`src/rtl/logicnet_pkg.sv`:
```
// Shared definitions for the classifier input stage: code width, default
// quantizer thresholds, threshold-select encoding of cfg_addr, FSM states.
package logicnet_pkg;

    localparam int unsigned Q_WIDTH   = 2;
    localparam int unsigned SEL_WIDTH = 2;

    // Low bits of cfg_addr pick which of the three thresholds is written.
    localparam logic [SEL_WIDTH-1:0] SEL_T0 = 2'd0;
    localparam logic [SEL_WIDTH-1:0] SEL_T1 = 2'd1;
    localparam logic [SEL_WIDTH-1:0] SEL_T2 = 2'd2;

    typedef enum logic {
        COLLECT = 1'b0,
        DISCARD = 1'b1
    } state_t;

    // Default threshold k (1..3) for a w-bit feature: k quarters of full scale.
    function automatic logic [63:0] default_thr(input int unsigned k, input int unsigned w);
        return (64'(k) << w) >> 2;
    endfunction

endpackage

```
`src/rtl/feature_threshold_cmp.sv`:
```
// Quantizes one unsigned feature against three thresholds.
//   x, t0, t1, t2 : feature value and its thresholds (unsigned, W bits)
//   code_c        : number of thresholds that x meets or exceeds (0..3)
module feature_threshold_cmp #(
    parameter int unsigned W = 16
) (
    input  logic [W-1:0] x,
    input  logic [W-1:0] t0,
    input  logic [W-1:0] t1,
    input  logic [W-1:0] t2,
    output logic [1:0]   code_c
);

    // Thresholds need not be ordered, so each compare contributes independently.
    always_comb begin
        code_c = 2'(x >= t0) + 2'(x >= t1) + 2'(x >= t2);
    end

endmodule

```
`src/rtl/flow_feature_quantizer.sv`:
```
// Classifier input stage: quantizes a stream of raw feature words to 2-bit
// codes, assembles NUM_FEATURES codes into one record and hands the record
// to the layer-0 LUTs through a one-entry valid/ready output register.
//   clk, rst            : clock, asynchronous active-high reset
//   in_valid/in_ready   : feature beat handshake; in_data raw value, in_last ends record
//   cfg_we/addr/data    : threshold write, cfg_addr = {feature index, select 0..2}
//   out_valid/out_ready : record handshake; out_data feature i at bits [2i+1:2i]
//   err_frame           : one-cycle pulse after a short or long record is seen
module flow_feature_quantizer #(
    parameter int unsigned NUM_FEATURES = 16,
    parameter int unsigned IN_WIDTH     = 16,
    parameter int unsigned Q_WIDTH      = 2
) (
    input  logic                              clk,
    input  logic                              rst,
    input  logic                              in_valid,
    output logic                              in_ready,
    input  logic [IN_WIDTH-1:0]               in_data,
    input  logic                              in_last,
    input  logic                              cfg_we,
    input  logic [$clog2(NUM_FEATURES)+1:0]   cfg_addr,
    input  logic [IN_WIDTH-1:0]               cfg_data,
    output logic                              out_valid,
    input  logic                              out_ready,
    output logic [NUM_FEATURES*Q_WIDTH-1:0]   out_data,
    output logic                              err_frame
);

    import logicnet_pkg::*;

    localparam int unsigned CNT_W  = $clog2(NUM_FEATURES);
    localparam int unsigned DATA_W = NUM_FEATURES * Q_WIDTH;
    localparam logic [CNT_W-1:0] LAST_IDX = CNT_W'(NUM_FEATURES - 1);

    logic [IN_WIDTH-1:0] thr_q [NUM_FEATURES][3];

    state_t              state_q, state_d;
    logic [CNT_W-1:0]    cnt_q, cnt_d;
    logic [DATA_W-1:0]   asm_q, asm_d;
    logic [DATA_W-1:0]   out_q, out_d;
    logic                ov_q, ov_d;
    logic                err_q, err_d;

    logic [1:0]          code_c;
    logic                at_last;
    logic                stall;
    logic                accept;
    logic [CNT_W-1:0]    cfg_idx;
    logic [SEL_WIDTH-1:0] cfg_sel;

    assign cfg_idx = cfg_addr[CNT_W+1:2];
    assign cfg_sel = cfg_addr[1:0];

    // Threshold bank; a write lands after the edge, so a same-cycle beat sees the old value.
    always_ff @(posedge clk or posedge rst) begin
        if (rst) begin
            for (int i = 0; i < int'(NUM_FEATURES); i++) begin
                for (int j = 0; j < 3; j++) begin
                    thr_q[i][j] <= IN_WIDTH'(default_thr(32'(j + 1), IN_WIDTH));
                end
            end
        end else if (cfg_we && (cfg_sel <= SEL_T2) && (32'(cfg_idx) < NUM_FEATURES)) begin
            thr_q[cfg_idx][cfg_sel] <= cfg_data;
        end
    end

    feature_threshold_cmp #(.W(IN_WIDTH)) u_cmp (
        .x      (in_data),
        .t0     (thr_q[cnt_q][SEL_T0]),
        .t1     (thr_q[cnt_q][SEL_T1]),
        .t2     (thr_q[cnt_q][SEL_T2]),
        .code_c (code_c)
    );

    // Only the record-completing beat needs the output slot, so only it can stall.
    assign at_last  = (cnt_q == LAST_IDX);
    assign stall    = (state_q == COLLECT) && at_last && ov_q && !out_ready;
    assign in_ready = !stall;
    assign accept   = in_valid && !stall;

    // Next-state: framing FSM, slot assembly and output register load/drain.
    always_comb begin
        state_d = state_q;
        cnt_d   = cnt_q;
        asm_d   = asm_q;
        out_d   = out_q;
        ov_d    = ov_q;
        err_d   = 1'b0;

        if (ov_q && out_ready) begin
            ov_d = 1'b0;
        end

        if (accept) begin
            unique case (state_q)
                COLLECT: begin
                    asm_d[32'(cnt_q) * Q_WIDTH +: Q_WIDTH] = Q_WIDTH'(code_c);
                    if (in_last) begin
                        cnt_d = '0;
                        if (at_last) begin
                            // Overrides a same-cycle drain: back-to-back records.
                            out_d = asm_d;
                            ov_d  = 1'b1;
                        end else begin
                            err_d = 1'b1;
                        end
                    end else if (at_last) begin
                        cnt_d   = '0;
                        err_d   = 1'b1;
                        state_d = DISCARD;
                    end else begin
                        cnt_d = cnt_q + 1'b1;
                    end
                end
                DISCARD: begin
                    if (in_last) begin
                        state_d = COLLECT;
                        cnt_d   = '0;
                    end
                end
                default: ;
            endcase
        end
    end

    always_ff @(posedge clk or posedge rst) begin
        if (rst) begin
            state_q <= COLLECT;
            cnt_q   <= '0;
            asm_q   <= '0;
            out_q   <= '0;
            ov_q    <= 1'b0;
            err_q   <= 1'b0;
        end else begin
            state_q <= state_d;
            cnt_q   <= cnt_d;
            asm_q   <= asm_d;
            out_q   <= out_d;
            ov_q    <= ov_d;
            err_q   <= err_d;
        end
    end

    assign out_valid = ov_q;
    assign out_data  = out_q;
    assign err_frame = err_q;

endmodule
```
`config.mk`:
```
export PLATFORM = sky130hd
export DESIGN_NAME = flow_feature_quantizer
export DESIGN_NICKNAME = d
export VERILOG_FILES = /design/src/rtl/logicnet_pkg.sv /design/src/rtl/feature_threshold_cmp.sv /design/src/rtl/flow_feature_quantizer.sv
export SDC_FILE = /design/constraint.sdc
export NUM_CORES = 2
export LEC_CHECK = 0
export CORE_ASPECT_RATIO = 0.5
export CORE_UTILIZATION = 63
export DETAILED_ROUTE_END_ITERATION = 8
export GPL_ROUTABILITY_DRIVEN = 1
export PLACE_DENSITY_LB_ADDON = 0.05
export SYNTH_ARGS = -nofsm -noshare
export SYNTH_HDL_FRONTEND = slang
export SYNTH_SLANG_ARGS = --single-unit
```
`constraint.sdc`:
```
create_clock -name clk -period 28.3 [get_ports clk]
set_clock_uncertainty 0.05 [all_clocks]
set_input_delay 2.83 -clock clk [delete_from_list [all_inputs] [get_ports clk]]
set_output_delay 2.83 -clock clk [all_outputs]
set_load 0.05 [all_outputs]
```
==> impl_results.md <==
* Largest family of logic cells by synthesized area: multiplexers
* Met2 WL at 43.13 mm
* PwrDens at 70.79 mW/mm²
* Met3 wire length at 4.877 mm
* Crit Reg-Reg Startpoint: cnt_q[0]
* PortBufs at 78
* Worst hold path type: reg2reg
* Yosys reg bits at 839
* Worst slew pin tran at 1212 ps
* Per-cell routed wire length at between 20 and 30 µm
* Post-synthesis cell area at 0.03924 mm²
* Final setup fails at 0
* Register area share after synthesis at between 50% and 60%
* Crit path kind: in2out
* Critical path startpoint: out_ready
* Max-Cap Viols at 0
* R2R cell count at 13
* Worst setup EP type: output port
* Synth Area in Simple Gates at 2.643%
* CTS tree: yes
* Nets at 2645
* Top delay family on crit path: buffers and inverters
* Leakage at 0.01967 µW
* Global-route wire length before repair at 145.2 mm
* Max-slew violations at 0
* Synth warnings at 0
* Buffer depth of the longest clock path at 3
* Hold path endpoint: thr_q[225]
* Layout cell share with drive strength beyond 1 at between 40 and 50%
* Req. time, crit path at roughly 25000 ps
* # DRC at 0
* Max-slew headroom at 19.03%
* Syn_nets at between 2000 and 3000
* R2R Path End: out_data[4]
* Vias at 22300
* Yosys cell types at 55
* CTS Hold Bufs at 0
* Clock Root Buffer: clkbuf_16
* Post-synthesis mux area share at 37.09%
* Max incr delay on CP at 770 ps
* Status: finished, final reports clean
* Unrepaired setup endpoints after global routing: false
* Post-CTS setup repair buffer count at 0
* Post-synthesis xor/xnor area fraction at 0.02232%
* Worst path cell trace: clkdlybuf4s50_1 > nor2b_1 > nand4_1 > clkdlybuf4s50_1
* Arrival @ worst endpoint at 4360 ps
* Number of enable flip-flop cells after synthesis at 0
* Die X at 355.0 µm
* Async SR Flop Fraction at 100.0%
* Die height at 178.5 µm
* Util after Layout at 70.14%
* Syn Area/Cell at 15.43 µm²
* Top-Level Pins at 79
* Antenna diode count at 0
* Top_reg_cell synth: dfrtp_1
* Post-Route WL at 93.73 mm
* HPWL Detailed at around 56 mm
* Row count at 64
* Clock Latency Late Sink at 610 ps
* Worst vdd ir at 0.00005391 V
* Die area at 0.06335 mm²
* Adder-Cell Fraction of Synth Area at under 10%
* Post-synthesis compound-gate area fraction at 1.789%
* Drt first pass iters at 5
* Period minus WS final at 7243 ps
* Final ANT Viol Nets at 0
* Critical Path Slowest Stage Cell: clkdlybuf4s50_1
* Most used cell, CP: clkdlybuf4s50_1
* Drt via density at 6.503
* Total CTS buffers at 74
* Mapped Cells at about 2500
* Core area at 0.06134 mm²
* Area added between synthesis and finish at 9.629%
* Reg2Reg Setup Slack at 21970 ps
* Global Route Usage Sum at 30.92%
* Aggregate global routing overflow at 0
* CP bufs+invs at 2
* Number of global-route vias before repair at ~23000
* Critical path peak fanout at 3
* Antenna violations before repair at 2
* Largest net degree at the start of global routing at 165
* Critical Path Source Type: input port
* CTS H-tree lvls at 3
* Starting Density at a little under two thirds
* Filler cells at 4199
* Hold Startpoint: thr_q[225]
* Endpoints failing hold at 0
* Cell depth of the worst hold path at 1
* FMAX at ~140 MHz
* Sink Count at 839
* Routed length on met1 at about 44 mm
* Fin crit share at between 20% and 30%
* Highest metal used: met5
* Initial DRC Count at 2095
* Post-CTS Resized at 0
* Setup Total Neg Slack at 0 ps
* GP Congestion at 0.8488
* Clk pin slew, worst setup/hold paths at about 70 ps
## metal layers
| layer | global-route usage (%) | vias up |
|---|---|---|
| met5 | 0 | - |
| met4 | 7.615 | 2 |
| met3 | 3.816 | 145 |
| met2 | 47.95 | 599 |
| met1 | 47.01 | 12138 |
| li1 | - | 9416 |
## layout by cell type (no fill, tap or decap), types with 4 or more instances in the layout
cell             synthesis  final
buf_4                   17     46
bufinv_16                0      4
mux2_1                  12     12
clkbuf_16                0     79
nand4_1                  6      6
or2_2                    6      6
dfstp_2                 64     64
mux2_2                 786    786
ha_1                    56     56
a21oi_1                 57     57
buf_2                   57      5
o211ai_1                 4      4
nand2_1                 69     69
nand3_1                  4      4
inv_1                   49     48
nor2_2                   5      6
dfrtp_1                775    771
o21ai_0                 12     12
clkdlybuf4s50_1          0     73
clkbuf_8                 0     20
nand2b_1                11     11
nor2_4                   9     10
a31oi_1                  4      4
nor2b_1                 10     10
a211oi_1                 5      5
clkinv_2                 0      8
a221oi_1                 9      9
mux4_2                 225    225
nor2_1                  59     57
dfrtp_4                  0      4
clkbuf_1               107     23
nor3_1                   8      8
mux2i_1                 50     50
a21o_1                   5      5
## worst max path at each step
stage               slack (ps)  cells after the start       end
floorplan                 1950                      1  asm_q[0]
global placement         21070                      4  in_ready
detailed placement       21060                      4  in_ready
CTS                      21050                      4  in_ready
global route             21000                      4  in_ready
finish                   21060                      4  in_ready
## where the power goes
| group | internal [µW] | switching [µW] | total (µW) |
|---|---|---|---|
| combinational | 284 | 260 | 544 |
| sequential | 1360 | 86.8 | 1450 |
| clock | 602 | 450 | 1050 |
| total | 2250 | 797 | 3050 |
## per-stage QoR
| stage | setup slack [ps] | power, µW | hold slack, ps | instance area, µm² | std cells |
|---|---|---|---|---|---|
| 2_1_floorplan | 1955 | 1857 | 399.2 | 39240 | 2544 |
| 3_3_place_gp | 21070 | 1987 | 412.9 | 40510 | 3293 |
| 3_5_place_dp | 21060 | 2011 | 422.1 | 40510 | 3293 |
| 4_1_cts | 21050 | 3059 | 437.4 | 43020 | 3429 |
| 5_1_grt | 21000 | 3170 | 454.0 | 43020 | 3429 |
| 6_report | 21060 | 3046 | 436.9 | 43020 | 3429 |
## final cells by class
type	count	area (µm²)	share of cell area, %
clock inverters	14	172.7	0.4013
inverters	50	195.2	0.4537
multi-input cells	1452	17030	39.59
flip-flops and latches	839	21090	49.02
clock buffers	122	2338	5.436
repair buffers	127	1161	2.699
well taps	825	1032	2.399
## logic make-up (layout without fill, tap and decap cells)
logic type,after synthesis,in the layout
buffers and inverters,253,313
adders and majority gates,57,57
xor gates and xnor gates,1,1
and+or+nand+nor,208,208
AOI/OAI and AO/OA,113,113
DFF,839,839
muxes,1073,1073
## state kept, by name, summed over array words and instances, names as in the netlist
| name | flops |
|---|---|
| thr_q | 768 |
| asm_q | 32 |
| out_data | 32 |
| cnt_q | 4 |
| err_frame | 1 |
| out_valid | 1 |
| state_q | 1 |
## cell usage after synthesis, types with 12 or more instances
cell | n | share of area [%]
inv_1 | 49 | 0.47
mux2i_1 | 50 | 1.3
clkbuf_1 | 107 | 1.0
buf_2 | 57 | 0.73
dfstp_2 | 64 | 4.3
mux2_2 | 786 | 23
o21ai_0 | 12 | 0.15
buf_4 | 17 | 0.33
nand2_1 | 69 | 0.66
a21oi_1 | 57 | 0.73
mux4_2 | 225 | 13
nor2_1 | 59 | 0.56
buf_1 | 13 | 0.12
mux2_1 | 12 | 0.34
ha_1 | 56 | 1.8
dfrtp_1 | 775 | 49
## worst register-to-register path, delay by kind of cell, from the launching register on
family                     cells  cell delay [ps]
muxes                          3             1470
AOI/OAI and AO/OA              5             1220
DFF                            1             1010
and+or+nand+nor                2              980
adders and majority gates      2              900
buffers and inverters          1              630
Note: power is estimated with default switching activity, not from simulation.
